## src/rtl/code_entry_if.sv

```systemverilog
// Keypad-to-code-entry bus: decoded key events in, six-digit code plus status out.
interface code_entry_if;
   logic       key_valid;
   logic [3:0] key_code;
   logic [3:0] a1, a2, a3, a4, a5, a6;
   logic [2:0] count;
   logic       full;
   logic       s;
   logic       err;
   logic       timeout;

   modport master (output key_valid, key_code,
                   input  a1, a2, a3, a4, a5, a6, count, full, s, err, timeout);
   modport slave  (input  key_valid, key_code,
                   output a1, a2, a3, a4, a5, a6, count, full, s, err, timeout);
endinterface

```

## src/rtl/code_entry.sv

```systemverilog
// Six-digit keypad entry buffer with backspace/clear/enter and a one-cycle compare strobe.
// Define CODE_ENTRY_TIMEOUT_EN to discard abandoned partial entries after TIMEOUT_CYCLES idle cycles.
module code_entry #(
   parameter int TIMEOUT_CYCLES = 100_000_000
) (
   input  logic         clk,
   input  logic         rst,
   code_entry_if.slave  bus
);
   typedef enum logic [1:0] {IDLE, ENTRY, CHECK} state_t;

   localparam int CW = (TIMEOUT_CYCLES > 1) ? $clog2(TIMEOUT_CYCLES) : 1;
   localparam logic [CW-1:0] TMAX = CW'(TIMEOUT_CYCLES - 1);

   state_t          state;
   logic [5:0][3:0] dig;
   logic [2:0]      cnt;
   logic            full_q, s_q, err_q, to_q;
   logic            key_dig;
   logic            expire;

   assign key_dig = (bus.key_code <= 4'h9);

   always_ff @(posedge clk) begin
      if (rst) begin
         state  <= IDLE;
         dig    <= '1;
         cnt    <= '0;
         full_q <= 1'b0;
         s_q    <= 1'b0;
         err_q  <= 1'b0;
         to_q   <= 1'b0;
      end else begin
         s_q   <= 1'b0;
         err_q <= 1'b0;
         to_q  <= 1'b0;
         case (state)
            IDLE, ENTRY: begin
               if (bus.key_valid) begin
                  if (key_dig) begin
                     if (cnt != 3'd6) begin
                        dig[cnt] <= bus.key_code;
                        cnt      <= cnt + 3'd1;
                        full_q   <= (cnt == 3'd5);
                        state    <= ENTRY;
                     end else begin
                        err_q <= 1'b1;
                     end
                  end else begin
                     case (bus.key_code)
                        4'hA: if (cnt != 3'd0) begin
                           dig[3'(cnt - 3'd1)] <= 4'hF;
                           cnt    <= cnt - 3'd1;
                           full_q <= 1'b0;
                           if (cnt == 3'd1) state <= IDLE;
                        end
                        4'hB: begin
                           dig    <= '1;
                           cnt    <= '0;
                           full_q <= 1'b0;
                           state  <= IDLE;
                        end
                        4'hC: if (cnt == 3'd6) state <= CHECK;
                              else             err_q <= 1'b1;
                        default: ;
                     endcase
                  end
               end else if (expire) begin
                  dig    <= '1;
                  cnt    <= '0;
                  full_q <= 1'b0;
                  state  <= IDLE;
                  to_q   <= 1'b1;
               end
            end
            // First CHECK cycle raises s; second clears the buffer, and a digit
            // arriving on that same edge starts the next code.
            CHECK: begin
               if (!s_q) begin
                  s_q <= 1'b1;
               end else begin
                  dig    <= '1;
                  cnt    <= '0;
                  full_q <= 1'b0;
                  state  <= IDLE;
                  if (bus.key_valid && key_dig) begin
                     dig[0] <= bus.key_code;
                     cnt    <= 3'd1;
                     state  <= ENTRY;
                  end
               end
            end
            default: state <= IDLE;
         endcase
      end
   end

`ifdef CODE_ENTRY_TIMEOUT_EN
   logic [CW-1:0] tcnt;

   assign expire = (state == ENTRY) && !bus.key_valid && (tcnt == TMAX);

   always_ff @(posedge clk) begin
      if (rst || state != ENTRY || bus.key_valid || expire) tcnt <= '0;
      else                                                   tcnt <= tcnt + 1'b1;
   end
`else
   assign expire = 1'b0;
`endif

   assign bus.a1      = dig[0];
   assign bus.a2      = dig[1];
   assign bus.a3      = dig[2];
   assign bus.a4      = dig[3];
   assign bus.a5      = dig[4];
   assign bus.a6      = dig[5];
   assign bus.count   = cnt;
   assign bus.full    = full_q;
   assign bus.s       = s_q;
   assign bus.err     = err_q;
   assign bus.timeout = to_q;
endmodule

```

## src/flat_wrapper.sv

```systemverilog
// flat-port wrapper written by rule: the top's interface ports become plain ports
module code_entry_flat 
#(
   parameter int TIMEOUT_CYCLES = 100_000_000
)
  (clk, rst, bus_key_valid, bus_key_code, bus_a1, bus_a2, bus_a3, bus_a4, bus_a5, bus_a6, bus_count, bus_full, bus_s, bus_err, bus_timeout);
  code_entry_if bus_i ();
  input  logic clk;
  input  logic rst;
  input wire logic [$bits(bus_i.key_valid)-1:0] bus_key_valid;
  input wire logic [$bits(bus_i.key_code)-1:0] bus_key_code;
  output wire logic [$bits(bus_i.a1)-1:0] bus_a1;
  output wire logic [$bits(bus_i.a2)-1:0] bus_a2;
  output wire logic [$bits(bus_i.a3)-1:0] bus_a3;
  output wire logic [$bits(bus_i.a4)-1:0] bus_a4;
  output wire logic [$bits(bus_i.a5)-1:0] bus_a5;
  output wire logic [$bits(bus_i.a6)-1:0] bus_a6;
  output wire logic [$bits(bus_i.count)-1:0] bus_count;
  output wire logic [$bits(bus_i.full)-1:0] bus_full;
  output wire logic [$bits(bus_i.s)-1:0] bus_s;
  output wire logic [$bits(bus_i.err)-1:0] bus_err;
  output wire logic [$bits(bus_i.timeout)-1:0] bus_timeout;
  assign bus_i.key_valid = bus_key_valid;
  assign bus_i.key_code = bus_key_code;
  assign bus_a1 = bus_i.a1;
  assign bus_a2 = bus_i.a2;
  assign bus_a3 = bus_i.a3;
  assign bus_a4 = bus_i.a4;
  assign bus_a5 = bus_i.a5;
  assign bus_a6 = bus_i.a6;
  assign bus_count = bus_i.count;
  assign bus_full = bus_i.full;
  assign bus_s = bus_i.s;
  assign bus_err = bus_i.err;
  assign bus_timeout = bus_i.timeout;
  code_entry #(.TIMEOUT_CYCLES(TIMEOUT_CYCLES)) u_core (.clk(clk), .rst(rst), .bus(bus_i));
endmodule
```

## config.mk

```make
export PLATFORM = sky130hd
export DESIGN_NAME = code_entry_flat
export DESIGN_NICKNAME = d
export VERILOG_FILES = /design/src/rtl/code_entry_if.sv /design/src/rtl/code_entry.sv /design/src/flat_wrapper.sv
export SDC_FILE = /design/constraint.sdc
export NUM_CORES = 1
export LEC_CHECK = 0
export CAP_MARGIN = 20
export CORE_UTILIZATION = 35
export DETAILED_ROUTE_END_ITERATION = 16
export PLACE_DENSITY = 0.62
export SLEW_MARGIN = 15
export SYNTH_ARGS = -nofsm -noshare
export SYNTH_HDL_FRONTEND = slang
export SYNTH_SLANG_ARGS = --single-unit
```

## constraint.sdc

```tcl
create_clock -name clk -period 4.7 [get_ports clk]
set_input_delay 0.47 -clock clk [delete_from_list [all_inputs] [get_ports clk]]
set_output_delay 0.47 -clock clk [all_outputs]
set_load 0.005 [all_outputs]
```

==> results.cfg, run 1 <==
[sta]
fmax_mhz = 324
period_needed_ns = 3.09
tightestPinTransition_ns = 0.967
finalMaxSlewViolations = 0
rsz0062_at_grt = false
setup-tns-final_ns = 0
setup_ws_ns = 1.61
setup_viol = 0
relSlewSlack = 0.353
fin_crit_sh = 0.657
hold_violations = 0
fin_worst_skew_ns = 0.00918

[synthesis]
synth_commonest_cells = dfxtp_1 (32), nand2_1 (26), a211o_1 (24)
synth_fp_nets = 241
yosysSeqAreaShare = 0.338
synth.top_cell.area_share = 0.338
synthArstFlopShare = 0
synthTopCellsByArea = dfxtp_1 (34%), a211o_1 (11%), a221oi_1 (7.8%)
postSynthCellCount = 229
synth_most_common_cell = dfxtp_1
ys_ff_latch = 32
syn_avg_cell_area_um2 = 8.28
ys_warn_count = 0
synth_top_area_cell = dfxtp_1
synth_area_mm2 = 0.00190
synth_edf_count = 0
synth.distinct_cells = 44
synth-main-ff-cell = dfxtp_1

[cts]
cts-buffers-inserted = 5
cts-root-buf = clkbuf_8
insertion_delay_ns = 0.29
clk_path_buf_depth = 2
postCtsSetupBuffers = 0
cts_hold_buf = 0
path_clk_slew_ns = 0.07
cts_max_level = 2
ctsResizeCount = 0
cts.sinks = 32
tritoncts = yes

[hold_path]
holdPathStages = 2
hp-class = flop to flop
hold_start = u_core.bus.full
min_delay_worst_endpoint = u_core.bus.full

[placed_design]
place_hpwl_mm = 3.40
gp_congestion = 0.902
post-place-ws_ns = 1.33
io_buffers = 36

[worst_setup_path]
cpPeakStageDelay_ns = 0.63
worstReg2RegStart = u_core.bus.count[0]
cp_cell_sequence = clkinv_1 > ha_1 > nand2_1 > or3_1 > nand3_2 > or3_1 > a211o_1
reg2reg_setup_slack_ns = 1.61
cp.required_ns = 4.87
cpMaxStageDelayCell = dfxtp_1
cpLargestDelayFamily = simple AND/OR/NAND/NOR gates
cp_common_cell = or3_1
worstSetupStartpointType = flop
r2r_cells = 7
cp_num_buf_inv = 1
worstSetupStartpoint = u_core.bus.count[0]
crit_arrival_ns = 3.26
critPathKind = flop to flop
timing.rr.end = u_core.bus.a5[1]
cp_max_fo = 32
end_kind = flop

[routing]
drc_errors = 0
antenna_left = 0
via_per_inst = 5.79
drt_iter0_drc = 151
num_vias = 1883
routedWlPerCell_um = 15.5
wl_mm = 5.04
drtPass1Iterations = 4

[floorplanning]
dieWidth_um = 75.6
io_pins = 38
core_area_mm2 = 0.00517
die_area_mm2 = 0.00572
start_util = 0.367
die_h_um = 75.6
row_count = 26

[global_routing]
grt_util_all_layers = 0.190
grt_overflow = 0
grt_pass1_wl_mm = 8.19
grt_pass1_vias = 1711
antenna_found_initial = 0
grt_max_degree = 33

[pwr]
ir_drop_mv = 0.158
leakagePower_nw = 0.770
power.density_mw_per_mm2 = 303

[layout]
drive_gt1_frac = 0.0549
multiInputGateArea_mm2 = 0.00112
layout.nets = 266
area_delta_synth_final_pct = 23.9
antenna_cells = 0
utilization = 0.454
layout.area.seq_um2 = 641
nFillCells = 535

[run_status]
status = finished, final reports clean

[flow_run]
cap_violations = 0
-- cell type report --
cell class                 instances  area share
clock buffer                       5      0.0293
clock inverter                     3      0.0181
inverter                           6     0.00958
multi-input combinational        172       0.479
sequential                        32       0.273
tap                               70      0.0373
timing repair buffer              37       0.154
-- cells in the final DEF, fill, tap and decap left out, types with 5 or more instances in the layout --
cell type,instances
nand3_1,13
a21oi_1,17
dfxtp_1,32
nand2_1,26
a211o_1,24
a221oi_1,17
clkdlybuf4s50_1,35
ha_1,5
nor2_1,8
a211oi_1,5
nor3_1,7
o21ai_0,12
clkbuf_8,5
-- per-layer routing --
layer	wire [µm]	track usage	up-vias
met5	0	0	-
met4	72	0.0576	0
met3	342	0.0410	10
met2	2200	0.296	63
met1	2430	0.264	880
li1	-	-	930
-- how the worst max path moves through the flow --
stage                       endpoint  slack [ns]  cells past startpoint
finish              u_core.bus.a5[1]        1.61                      7
CTS                 u_core.bus.a5[2]        1.58                      7
floorplan           u_core.bus.a2[0]        2.46                      9
global route        u_core.bus.a5[2]        1.33                      7
global placement    u_core.bus.a5[0]        1.43                      6
detailed placement  u_core.bus.a5[1]        1.33                      6
-- worst reg2reg max path, cell delays in order (launching register included) --
cell	delay, ns
dfxtp_1	0.63
clkinv_1	0.39
ha_1	0.35
nand2_1	0.09
or3_1	0.17
nand3_2	0.46
or3_1	0.59
a211o_1	0.31
-- flip-flops by register name (all words and copies together) (netlist names) --
signal and cells:
u_core.state 2, u_core.bus.err 1, u_core.bus.count 3, u_core.bus.a1 4, u_core.bus.a6 4, u_core.bus.a3 4, u_core.bus.a2 4, u_core.bus.a4 4
u_core.bus.full 1, u_core.bus.s 1, u_core.bus.a5 4
-- stage by stage --
stage	hold WS [ns]	total power [mW]	cells	instance area, µm²
2_1_floorplan	0.448	0.401	229	1900
3_3_place_gp	0.451	0.450	317	2240
3_5_place_dp	0.451	0.451	317	2240
4_1_cts	0.465	0.717	325	2350
5_1_grt	0.480	0.750	325	2350
6_report	0.460	0.711	325	2350
-- cells by family (layout without fill, tap and decap cells) --
kind of cell | Yosys count | after routing | share of synthesized area
AO/OA/AOI/OAI | 88 | 88 | 0.344
XOR/XNOR | 1 | 1 | 0.00462
adder cells (fa/ha/maj) | 5 | 5 | 0.0330
buffers and inverters | 25 | 51 | 0.0693
flip-flops | 32 | 32 | 0.338
multiplexers | 2 | 2 | 0.0106
other | 1 | 1 | 0.00198
AND/OR/NAND/NOR | 75 | 75 | 0.199
-- power by group --
group          internal, mW  switching, mW  total, mW
clock network         0.157          0.108      0.265
registers             0.285         0.0164      0.301
logic                0.0617         0.0829      0.145
total                 0.504          0.208      0.711
Note: power is estimated with default switching activity, not from simulation.
==> inputs of run 2 (changes only) <==
==> constraint.sdc (replaced) <==
create_clock -name clk -period 2.9 [get_ports clk]
set_input_delay 0.29 -clock clk [delete_from_list [all_inputs] [get_ports clk]]
set_output_delay 0.29 -clock clk [all_outputs]
set_load 0.005 [all_outputs]
==> run 2 against run 1 <==
Compared with the run above:
- total power up 71%
- via count up 0.74%
- clock power up 78%
- critical endpoint is now u_core.bus.a2[2]
- largest power group unchanged
- highest routed layer unchanged
==> results.cfg, run 2 (same netlist as run 1, synthesis figures left out) <==
[placed_design]
post-place-ws_ns = 0.417
place_inst = 328
io_buffers = 36
gp_congestion = 0.930
place_hpwl_mm = 3.53

[floorplanning]
io_pins = 38
dieWidth_um = 75.6
row_count = 26
die_h_um = 75.6
die_area_mm2 = 0.00572
start_util = 0.367
core_area_mm2 = 0.00517

[worst_setup_path]
crit_arrival_ns = 2.38
end_kind = flop
cpLargestDelayFamily = buffers and inverters
cp_common_cell = a211o_1
cp_num_buf_inv = 2
cpMaxStageDelayCell = clkdlybuf4s50_1
cp_cell_sequence = clkdlybuf4s50_1 > o21a_1 > or3_1 > nand3_2 > buf_4 > a211o_1 > a211o_1
cp_max_fo = 14
cp.required_ns = 3.08
cpPeakStageDelay_ns = 0.71
worstSetupStartpointType = input pin
critPathKind = input pin to flop

[cts]
cts_hold_buf = 0
postCtsSetupBuffers = 0
tritoncts = yes
clk_path_buf_depth = 2
cts.sinks = 32
insertion_delay_ns = 0.29
path_clk_slew_ns = 0.07
cts-root-buf = clkbuf_8
cts_max_level = 2
cts-buffers-inserted = 5
ctsResizeCount = 0

[pwr]
total_power_mw = 1.22
leakagePower_nw = 0.839
ir_drop_mv = 0.255
power.density_mw_per_mm2 = 494

[global_routing]
antenna_found_initial = 0
grt_util_all_layers = 0.203
grt_max_degree = 27
grt_overflow = 0
grt_pass1_vias = 1745
grt_pass1_wl_mm = 8.58

[layout]
antenna_cells = 0
area_delta_synth_final_pct = 29.9
nFillCells = 518
layout.nets = 277
mostFrequentLayoutCell = clkdlybuf4s50_1
mostFrequentLayoutCells = clkdlybuf4s50_1 (36), dfxtp_1 (32), nand2_1 (26)
utilization = 0.477
drive_gt1_frac = 0.0902
fin_cells = 336

[hold_path]
hp-class = flop to flop

[routing]
num_vias = 1897
m1WireLength_mm = 2.60
antenna_left = 0
highest_layer = met4
wl_mm = 5.21
via_per_inst = 5.65
drtPass1Iterations = 4
route.met2.wl_mm = 2.23
routedWlPerCell_um = 15.5
drt_iter0_drc = 193
met3_length_um = 317
drc_errors = 0

[sta]
finalMaxSlewViolations = 0
setup_viol = 0
period_needed_ns = 2.20
fin_worst_skew_ns = 0.00642
rsz0062_at_grt = false
tightestPinTransition_ns = 0.597
relSlewSlack = 0.601
hold_violations = 0
setup_ws_ns = 0.699
fin_crit_sh = 0.759
fmax_mhz = 454
setup-tns-final_ns = 0

[run_status]
status = finished, final reports clean

[flow_run]
cap_violations = 0
-- run 2: worst paths after layout --
kind                         start               end  slack [ns]  cells after the start
hold / removal    u_core.bus.a3[1]  u_core.bus.a3[1]        0.46                      1
setup / recovery   bus_key_code[3]  u_core.bus.a2[2]        0.70                      7
setup reg to reg   u_core.state[1]  u_core.bus.a2[2]        0.72                      6
hold reg to reg   u_core.bus.a3[1]  u_core.bus.a3[1]        0.46                      1
-- run 2: stage by stage --
step	area (µm²)	hold slack [ns]
finish	2460	0.465
global route	2460	0.490
global placement	2340	0.453
CTS	2460	0.471
detailed placement	2340	0.453
floorplan	1900	0.406
-- run 2: metal layers --
layer | vias up | track usage
met3 | 8 | 0.0397
li1 | 950 | -
met4 | 0 | 0.0782
met1 | 876 | 0.291
met2 | 63 | 0.299
met5 | - | 0
-- run 2: where the power goes --
part / total [mW] / leakage, nW / internal [mW] / switching, mW
sequential: 0.476 / 0.261 / 0.462 / 0.0140
clock: 0.471 / 0.0645 / 0.303 / 0.168
combinational: 0.270 / 0.513 / 0.117 / 0.152
total: 1.22 / 0.839 / 0.883 / 0.334
-- run 2: layout make-up --
| cell class | count | area, µm² | share of cell area |
|---|---|---|---|
| tap | 70 | 87.6 | 0.0355 |
| multi-input combinational | 172 | 1120 | 0.456 |
| clock inverter | 1 | 30.0 | 0.0122 |
| sequential | 32 | 641 | 0.260 |
| clock buffer | 7 | 96.3 | 0.0391 |
| timing repair buffer | 48 | 463 | 0.188 |
| inverter | 6 | 22.5 | 0.00914 |
